$ cat src/rtl/sar_search_if.sv
// Handshake bundle between the SAR search engine, its requester and the
// external L/E/G comparator. The slave side is the search engine itself.
interface sar_search_if #(
    parameter int DATA_W = 8
);
    logic              start;
    logic              cmp_valid;
    logic              cmp_L;
    logic              cmp_E;
    logic              cmp_G;
    logic [DATA_W-1:0] trial;
    logic              trial_valid;
    logic              busy;
    logic              done;
    logic [DATA_W-1:0] result;
    logic              exact;
    logic              err;

    modport master (
        output start, cmp_valid, cmp_L, cmp_E, cmp_G,
        input  trial, trial_valid, busy, done, result, exact, err
    );

    modport slave (
        input  start, cmp_valid, cmp_L, cmp_E, cmp_G,
        output trial, trial_valid, busy, done, result, exact, err
    );
endinterface

$ cat src/rtl/sar_search.sv
// Successive-approximation search driving an external L/E/G comparator.
// Walks the trial value from the MSB down, stops early on equality and
// runs one extra verify compare once every bit has been decided.
module sar_search #(
    parameter int DATA_W = 8
) (
    input  logic           clk,
    input  logic           rst,
    sar_search_if.slave    bus
);
    localparam int IDX_W = $clog2(DATA_W);
    localparam logic [DATA_W-1:0] TRIAL_INIT = {1'b1, {(DATA_W-1){1'b0}}};

    typedef enum logic [1:0] {
        IDLE,
        TEST,
        VERIFY,
        DONE
    } state_t;

    state_t            state_q, state_d;
    logic [DATA_W-1:0] trial_q, trial_d;
    logic [DATA_W-1:0] result_q, result_d;
    logic [IDX_W-1:0]  idx_q, idx_d;
    logic              exact_q, exact_d;
    logic              err_q, err_d;
    logic [DATA_W-1:0] decided_trial;
    logic              resp_ok;

    // A well-formed comparator answer has exactly one of L/E/G set.
    function automatic logic one_hot3(input logic l, input logic e, input logic g);
        return (l & ~e & ~g) | (~l & e & ~g) | (~l & ~e & g);
    endfunction

    // State and datapath registers; reset clears everything immediately.
    always_ff @(posedge clk or posedge rst) begin
        if (rst) begin
            state_q  <= IDLE;
            trial_q  <= '0;
            idx_q    <= '0;
            result_q <= '0;
            exact_q  <= 1'b0;
            err_q    <= 1'b0;
        end else begin
            state_q  <= state_d;
            trial_q  <= trial_d;
            idx_q    <= idx_d;
            result_q <= result_d;
            exact_q  <= exact_d;
            err_q    <= err_d;
        end
    end

    // Next-state logic: resolve each comparator answer into the next trial or a result.
    always_comb begin
        state_d  = state_q;
        trial_d  = trial_q;
        idx_d    = idx_q;
        result_d = result_q;
        exact_d  = exact_q;
        err_d    = err_q;

        resp_ok = one_hot3(bus.cmp_L, bus.cmp_E, bus.cmp_G);

        // G means the trial overshot, so the bit under test is dropped; L keeps it.
        decided_trial = trial_q;
        if (bus.cmp_G) begin
            decided_trial[idx_q] = 1'b0;
        end

        case (state_q)
            IDLE: begin
                if (bus.start) begin
                    trial_d = TRIAL_INIT;
                    idx_d   = IDX_W'(DATA_W - 1);
                    state_d = TEST;
                end
            end
            TEST: begin
                if (bus.cmp_valid) begin
                    if (!resp_ok) begin
                        result_d = trial_q;
                        exact_d  = 1'b0;
                        err_d    = 1'b1;
                        state_d  = DONE;
                    end else if (bus.cmp_E) begin
                        result_d = trial_q;
                        exact_d  = 1'b1;
                        err_d    = 1'b0;
                        state_d  = DONE;
                    end else if (idx_q != '0) begin
                        trial_d                       = decided_trial;
                        trial_d[idx_q - IDX_W'(1)]    = 1'b1;
                        idx_d                         = idx_q - IDX_W'(1);
                    end else begin
                        // All bits decided without a hit; one last compare confirms it.
                        trial_d = decided_trial;
                        state_d = VERIFY;
                    end
                end
            end
            VERIFY: begin
                if (bus.cmp_valid) begin
                    result_d = trial_q;
                    exact_d  = bus.cmp_E;
                    err_d    = !resp_ok;
                    state_d  = DONE;
                end
            end
            DONE: begin
                state_d = IDLE;
            end
            default: begin
                state_d = IDLE;
            end
        endcase
    end

    assign bus.trial       = trial_q;
    assign bus.trial_valid = (state_q == TEST) || (state_q == VERIFY);
    assign bus.busy        = (state_q != IDLE);
    assign bus.done        = (state_q == DONE);
    assign bus.result      = result_q;
    assign bus.exact       = exact_q;
    assign bus.err         = err_q;
endmodule

$ cat src/flat_wrapper.sv
// flat-port wrapper written by rule: the top's interface ports become plain ports
module sar_search_flat 
#(
    parameter int DATA_W = 8
)
  (clk, rst, bus_start, bus_cmp_valid, bus_cmp_L, bus_cmp_E, bus_cmp_G, bus_trial, bus_trial_valid, bus_busy, bus_done, bus_result, bus_exact, bus_err);
  sar_search_if #(.DATA_W(DATA_W)) bus_i ();
  input  logic clk;
  input  logic rst;
  input wire logic [$bits(bus_i.start)-1:0] bus_start;
  input wire logic [$bits(bus_i.cmp_valid)-1:0] bus_cmp_valid;
  input wire logic [$bits(bus_i.cmp_L)-1:0] bus_cmp_L;
  input wire logic [$bits(bus_i.cmp_E)-1:0] bus_cmp_E;
  input wire logic [$bits(bus_i.cmp_G)-1:0] bus_cmp_G;
  output wire logic [$bits(bus_i.trial)-1:0] bus_trial;
  output wire logic [$bits(bus_i.trial_valid)-1:0] bus_trial_valid;
  output wire logic [$bits(bus_i.busy)-1:0] bus_busy;
  output wire logic [$bits(bus_i.done)-1:0] bus_done;
  output wire logic [$bits(bus_i.result)-1:0] bus_result;
  output wire logic [$bits(bus_i.exact)-1:0] bus_exact;
  output wire logic [$bits(bus_i.err)-1:0] bus_err;
  assign bus_i.start = bus_start;
  assign bus_i.cmp_valid = bus_cmp_valid;
  assign bus_i.cmp_L = bus_cmp_L;
  assign bus_i.cmp_E = bus_cmp_E;
  assign bus_i.cmp_G = bus_cmp_G;
  assign bus_trial = bus_i.trial;
  assign bus_trial_valid = bus_i.trial_valid;
  assign bus_busy = bus_i.busy;
  assign bus_done = bus_i.done;
  assign bus_result = bus_i.result;
  assign bus_exact = bus_i.exact;
  assign bus_err = bus_i.err;
  sar_search #(.DATA_W(DATA_W)) u_core (.clk(clk), .rst(rst), .bus(bus_i));
endmodule
$ cat config.mk
export PLATFORM = sky130hd
export DESIGN_NAME = sar_search_flat
export DESIGN_NICKNAME = d
export VERILOG_FILES = /design/src/rtl/sar_search_if.sv /design/src/rtl/sar_search.sv /design/src/flat_wrapper.sv
export SDC_FILE = /design/constraint.sdc
export NUM_CORES = 1
export LEC_CHECK = 0
export ABC_AREA = 0
export ABC_CLOCK_PERIOD_IN_PS = 2200
export CAP_MARGIN = 10
export CORE_MARGIN = 2
export CORE_UTILIZATION = 25
export CTS_BUF_LIST = sky130_fd_sc_hd__clkbuf_8
export DETAILED_ROUTE_END_ITERATION = 10
export PLACE_DENSITY = 0.47
export SKIP_LAST_GASP = 1
export SYNTH_ARGS = -nofsm -noshare
export SYNTH_HDL_FRONTEND = slang
export SYNTH_SLANG_ARGS = --single-unit
$ cat constraint.sdc
create_clock -name clk -period 2.2 [get_ports clk]
set_input_delay 0.33 -clock clk [delete_from_list [all_inputs] [get_ports clk]]
set_output_delay 0.33 -clock clk [all_outputs]
set_load 0.005 [all_outputs]
; Word-level counts from Yosys, hierarchy flattened
; Index checks and enable logic that the tools add are counted.
[op_classes]
n_lt_le_gt_ge = 4
add_sub_neg = 1
n_bitwise = 14
n_eq_ne = 11
n_reduce_logical = 13
mux = 39
[ops]
columns = operator, count
row1 = 2-to-1 mux 8 bit, 10
row2 = case mux 8 bit (2 select lines), 2
row3 = 2-to-1 mux 3 bit, 5
row4 = 2-to-1 mux 2 bit, 6
row5 = 2-to-1 mux 1 bit, 10
row6 = bitwise AND 8 bit, 1
row7 = < comparator 3 x 4 -> 1 bit (second input constant), 2
row8 = inequality test 2 bit (second input constant), 4
row9 = NOT 8 bit, 1
row10 = OR 8 bit, 1
row11 = case mux 2 bit (4 select lines), 1
row12 = AND reduction 4 bit, 2
row13 = bitwise AND 1 bit, 6
row14 = demux 1 bit (select 3 bit), 2
row15 = greater-or-equal comparator 3 x 1 -> 1 bit (second input constant), 2
row16 = case mux 3 bit (2 select lines), 1
row17 = AND reduction 6 bit, 1
row18 = nonzero test 2 bit, 3
row19 = AND reduction 5 bit, 1
row20 = == test 2 bit (second input constant), 2
row21 = inequality test 2 x 1 -> 1 bit (second input constant), 2
row22 = inequality test 4 bit (second input constant), 1
row23 = case mux 1 bit (2 select lines), 2
row24 = inequality test 3 bit (second input constant), 1
row25 = 9 further kinds, 13
[totals]
ff_bits = 23
input_bits = 7
wordCells = 88
output_inout_bits = 21

; Depth between registers and ports, before layout
[depth]
depth_word = 13
ltp_mapped = 8
mapped_depth_nobuf = 6

; Worst setup path after synthesis
; No wires, ideal clock.
[synth_timing]
path_type = register to register
startpoint = reg u_core.idx_q[0]
endpoint = reg u_core.state_q[1]
slack_ns = 0.058
required_ns = 2.072
stages_incl_launch_ff = 8
synth_period_minus_slack_ns = 2.142
arrival_time_ns = 2.015
path_buffers = 1
setup_ns = 0.128
path_cell_list = dfrtp_1 > clkbuf_1 > inv_1 > ha_1 > nand2b_1 > or4b_1 > and3b_1 > mux2_1
[synth_between]
elab_chain_cells = 3
[synth_rtl]
columns = item, line_no
row1 = start: declaration, sar_search.sv:24  ; logic [IDX_W-1:0] idx_q, idx_d;
row2 = start signal: assignment, sar_search.sv:47  ; idx_q <= idx_d;
row3 = nonzero test 3 bit, sar_search.sv:91  ; end else if (idx_q != '0) begin
row4 = inequality test 4 bit (no source line), --
row5 = AND reduction 4 bit (no source line), --
row6 = end signal: assignment, sar_search.sv:45  ; state_q <= state_d;
row7 = end: declaration, sar_search.sv:21  ; state_t state_q, state_d;
; No other way between the ends.
; A chain may end at the register's enable or synchronous reset.

; Worst setup path in the final report
[layout_timing]
startpoint = reg u_core.idx_q[0]
endpoint = reg u_core.trial_q[4], in the netlist u_core.bus.trial[4]
[layout_between]
elab_chain_cells = 13
elab_cells_between_ends = 21
cone_classes = add/sub: 1 / order compare: 4 / mux: 10 / bitwise: 3 / reduce/logical: 3
[layout_rtl]
columns = item, line_no
row1 = branches (longest 8 deep; another with < comparator 3 x 4 -> 1 bit), --
row2 = 2-to-1 mux 8 bit *, sar_search.sv:91
row3 = 2-to-1 mux 8 bit *, sar_search.sv:86  ; end else if (bus.cmp_E) begin
row4 = 2-to-1 mux 8 bit *, sar_search.sv:81  ; if (!resp_ok) begin
row5 = 2-to-1 mux 8 bit *, sar_search.sv:80  ; if (bus.cmp_valid) begin
row6 = case mux 8 bit (2 select lines) *, sar_search.sv:71  ; case (state_q)
row7 = end signal: assignment, sar_search.sv:46  ; trial_q <= trial_d;
row8 = end: declaration, sar_search.sv:22  ; logic [DATA_W-1:0] trial_q, trial_d;
; Every way passes the cells marked *. The select of a mux whose other input is x is not followed.

==> impl.org <==
** Cells and area
- Number of cells in the finished layout apart from fillers :: 236
- In the final layout, the share of cells above drive strength 1 is 0.151.
- Antenna diode instance count :: 0
- The area growth from synthesis to layout is 36.4%.
- Fill cells in the final layout number 516.
- For this run, the post-layout net count is 180.
- Measured on the finished design, the core utilization comes to 0.350.

** Flow run
- Max-cap violations in this run came to 0.

** Timing
- Final max-slew violation count :: 0
- Setup_tns :: 0 ns
- The hold violation count in the final report came to 0.
- At the pin with the least slew margin, the transition time is 0.638 ns.
- Final setup fails :: 0
- Minimum clock period after layout :: 2.03 ns
- Across all hold checks on the routed design, the worst slack comes to 0.397 ns.
- For this run, the top clock speed supported by timing is 494 MHz.
- Worst max-slew margin expressed relative to the limit :: 0.570
- Of the available clock period, the critical path in the final layout requires 0.921.
- Setup skew after layout :: 0.00256 ns
- RSZ-0062 raised after global routing :: false
- After layout, the worst setup slack is 0.174 ns.

** Yosys
- Distinct cell type count of the synthesized netlist :: 35
- Post-synthesis register bit count :: 23
- Among all flip-flop cells after synthesis, the most frequent one is sky130_fd_sc_hd__dfrtp_1.
- Number of nets in the synthesized netlist :: 142
- Async S/R FF share, synth :: 1.00
- Of all cell types, the one taking the most synthesized area is sky130_fd_sc_hd__dfrtp_1.
- Cell with the most instances after synthesis :: sky130_fd_sc_hd__dfrtp_1
- In this run, synthesis inferred 0 flip-flops with an integrated enable.
- Most frequent cells after synthesis :: sky130_fd_sc_hd__dfrtp_1, sky130_fd_sc_hd__a21oi_1, sky130_fd_sc_hd__inv_1
- The cell area that synthesis handed to floorplanning was 1290 um2.
- For this run, the number of Yosys warnings is 0.
- Most area-consuming cells after synthesis :: sky130_fd_sc_hd__dfrtp_1, sky130_fd_sc_hd__mux2_2, sky130_fd_sc_hd__ha_1, sky130_fd_sc_hd__a21oi_1, sky130_fd_sc_hd__a41oi_1
- Number of standard cells after synthesis :: 129
- In this run the mean area of a mapped cell was 10.0 um2.
- Of the post-synthesis cell area, the dominant cell type holds 0.445.
- Sequential share of the synthesized area :: 0.445

** Setup path
- Counting buffers and inverters, the worst setup path is 6 cells deep.
- Number of buffers and inverters on the critical path :: 1
- Slowest CP cell :: sky130_fd_sc_hd__or3b_2
- The largest single stage delay on the critical path is 0.47 ns.
- WS Path Type :: reg2reg
- Worst-path fanout max :: 8
- Reg-to-reg critical path endpoint :: u_core.bus.trial[4]
- For the worst setup path, the data required time is 2.40 ns.
- Traced cell by cell, the critical path runs through inv_1, ha_1, or3b_2, o21ai_0, a41oi_1, a21oi_1.
- Kind of cell adding the most delay to the critical path :: compound AO/OA/AOI/OAI gates
- Worst setup slack for register-to-register paths :: 0.17 ns
- The critical path starts at u_core.idx_q[0].
- Worst R2R Start :: u_core.idx_q[0]
- Startpoint Class :: register
- Counting cells, the worst reg-to-reg path comes to 6.
- In this run the worst setup path terminates at u_core.bus.trial[4].
- The worst setup path is captured at a register.
- Arrival @ worst endpoint :: 2.23 ns

** Detailed routing
- Once detail routing completed, the nets flagged for antenna violations numbered 0.
- Total number of vias :: 1,145
- Dividing the detail-routed wire length by the instance count gives 14.4 um.
- The pre-antenna-repair detailed-routing pass consisted of 4 iterations.
- The first routing iteration left 35 violations.
- The final layout contains routed wiring with a total length of 3400 um.
- DRC violation count after routing :: 0
- After detailed routing, the number of vias per cell comes to 4.85.

** Clocking
- The clock passes through at most 2 buffers.
- The clock drives 23 sinks.
- TritonCTS built the clock tree.
- CTS H-tree depth :: 1
- Buffers inserted during clock tree synthesis total 3.
- Post-CTS setup buffers :: 0
- Gates resized, CTS repair :: 0
- The clock reaches the later pin of the worst-skew pair after 0.27 ns.
- Buffer cell driving the clock tree root :: sky130_fd_sc_hd__clkbuf_8
- Hold repair after CTS inserted 0 buffers.
- Clock slew at the register clock pins of the worst setup and hold paths :: 0.08 ns

** Power
- Peak supply drop :: 0.538 mV
- Of the total power, combinational logic draws 0.608.
- Of the total power, registers draw 0.293.
- The share of total power dissipated in the clock network is 0.099.
- Pleak :: 0.747 nW
- Switching share of total power :: 0.393
- Summed over all nets, the switching power comes to 1.04 mW.
- For this design the ratio of total power to cell area is 1500 nW/um2.
- The internal portion of the total power is 1.61 mW.

** Run status
- The flow ran to the end, and the final reports show no timing, DRC or antenna violations.

** Floorplan
- The die covers 5770 um2.
- Core area :: 5040 um2
- Number of primary I/O pins :: 28
- Die width :: 75.9 um
- For this configuration, the core starts out at a cell density of 0.257.
- Floorplan die height :: 75.9 um
- # rows :: 26

** Global route
- The via count of the first global-routing pass is 1,113.
- The initial antenna violation count came to 0.
- Total gr overflow :: 0
- Total routing resource utilization after global routing :: 0.122
- Maximum number of pins on one net before global-route repair :: 24
- The first global-routing pass estimated 5750 um of wire.

** Min path
- The min-delay analysis places its worst path in the category in2async.

** Placement
- Summed over all nets, the half-perimeter wirelength after detailed placement is 2500 um.
- Weighted congestion at the end of routability-driven global placement :: 0.882
- Once placement completed, the tool counted placed cells totaling 232.
- # port buffers :: 27
- Worst setup slack before clock tree synthesis :: 0.0809 ns
worst min-delay path by stage:
stage | start | endpoint | depth (start not counted)
2_1_floorplan | rst | u_core.bus.err | 1
3_3_place_gp | u_core.bus.result[3] | u_core.bus.result[3] | 2
3_5_place_dp | u_core.bus.result[3] | u_core.bus.result[3] | 2
4_1_cts | rst | u_core.idx_q[0] | 3
5_1_grt | rst | u_core.bus.err | 3
6_report | rst | u_core.bus.err | 3
registers in the layout, indices dropped and copies added, names as in the netlist:
register and cells:
u_core.bus.err 1, u_core.bus.exact 1, u_core.bus.result 8, u_core.bus.trial 8
u_core.idx_q 3, u_core.state_q 2
cell families (layout without fill, tap and decap cells):
family          count (synthesis)  count (layout)  share of synthesized area
compound gates                 44              44                      0.240
simple gates                   29              29                      0.117
flops                          23              23                      0.445
buf+inv                        16              53                     0.0493
mux                             9               9                     0.0774
fa+ha+maj                       6               6                     0.0580
xor+xnor                        2               2                     0.0135
metrics by stage:
step | power, mW | cell area [um2]
detailed placement | 2.40 | 1720
global route | 2.88 | 1760
global placement | 2.37 | 1720
CTS | 2.67 | 1760
floorplan | 1.66 | 1290
finish | 2.65 | 1760
power groups by stage:
stage / Clock, mW / Sequential [mW] / Combinational [mW]
global route: 0.287 / 0.811 / 1.78
floorplan: 0 / 0.771 / 0.889
CTS: 0.271 / 0.780 / 1.62
detailed placement: 0 / 0.787 / 1.61
finish: 0.263 / 0.775 / 1.61
global placement: 0 / 0.778 / 1.59
cell usage in the layout, fill, tap and decap left out, drive strengths merged, types with 5 or more instances in the layout:
cell type and instances:
o21ai 6, nand2 8, ha 6, mux2 8, clkdlybuf4s50 27, a21oi 12, buf 13, dfrtp 23
a31oi 5, a41oi 5, inv 10
worst min-delay path, cell delays in order:
cell	delay (ns)
sky130_fd_sc_hd__clkdlybuf4s50_1	0.39
sky130_fd_sc_hd__inv_1	0.05
sky130_fd_sc_hd__buf_4	0.29
cell type report:
type / count / area [um2] / share of cell area
multi-input combinational: 90 / 654 / 0.371
clock inverter: 1 / 3.75 / 0.00213
sequential: 23 / 576 / 0.326
clock buffer: 3 / 41.3 / 0.0234
inverter: 9 / 33.8 / 0.0191
tap: 70 / 87.6 / 0.0496
timing repair buffer: 40 / 368 / 0.209
layer usage:
layer	up-vias	share of wire	track usage
met5	-	0	0
met4	0	0.018	0.0382
met3	6	0.040	0.0298
met2	27	0.48	0.192
met1	558	0.46	0.167
li1	554	-	-
(Power assumes the default switching activity.)
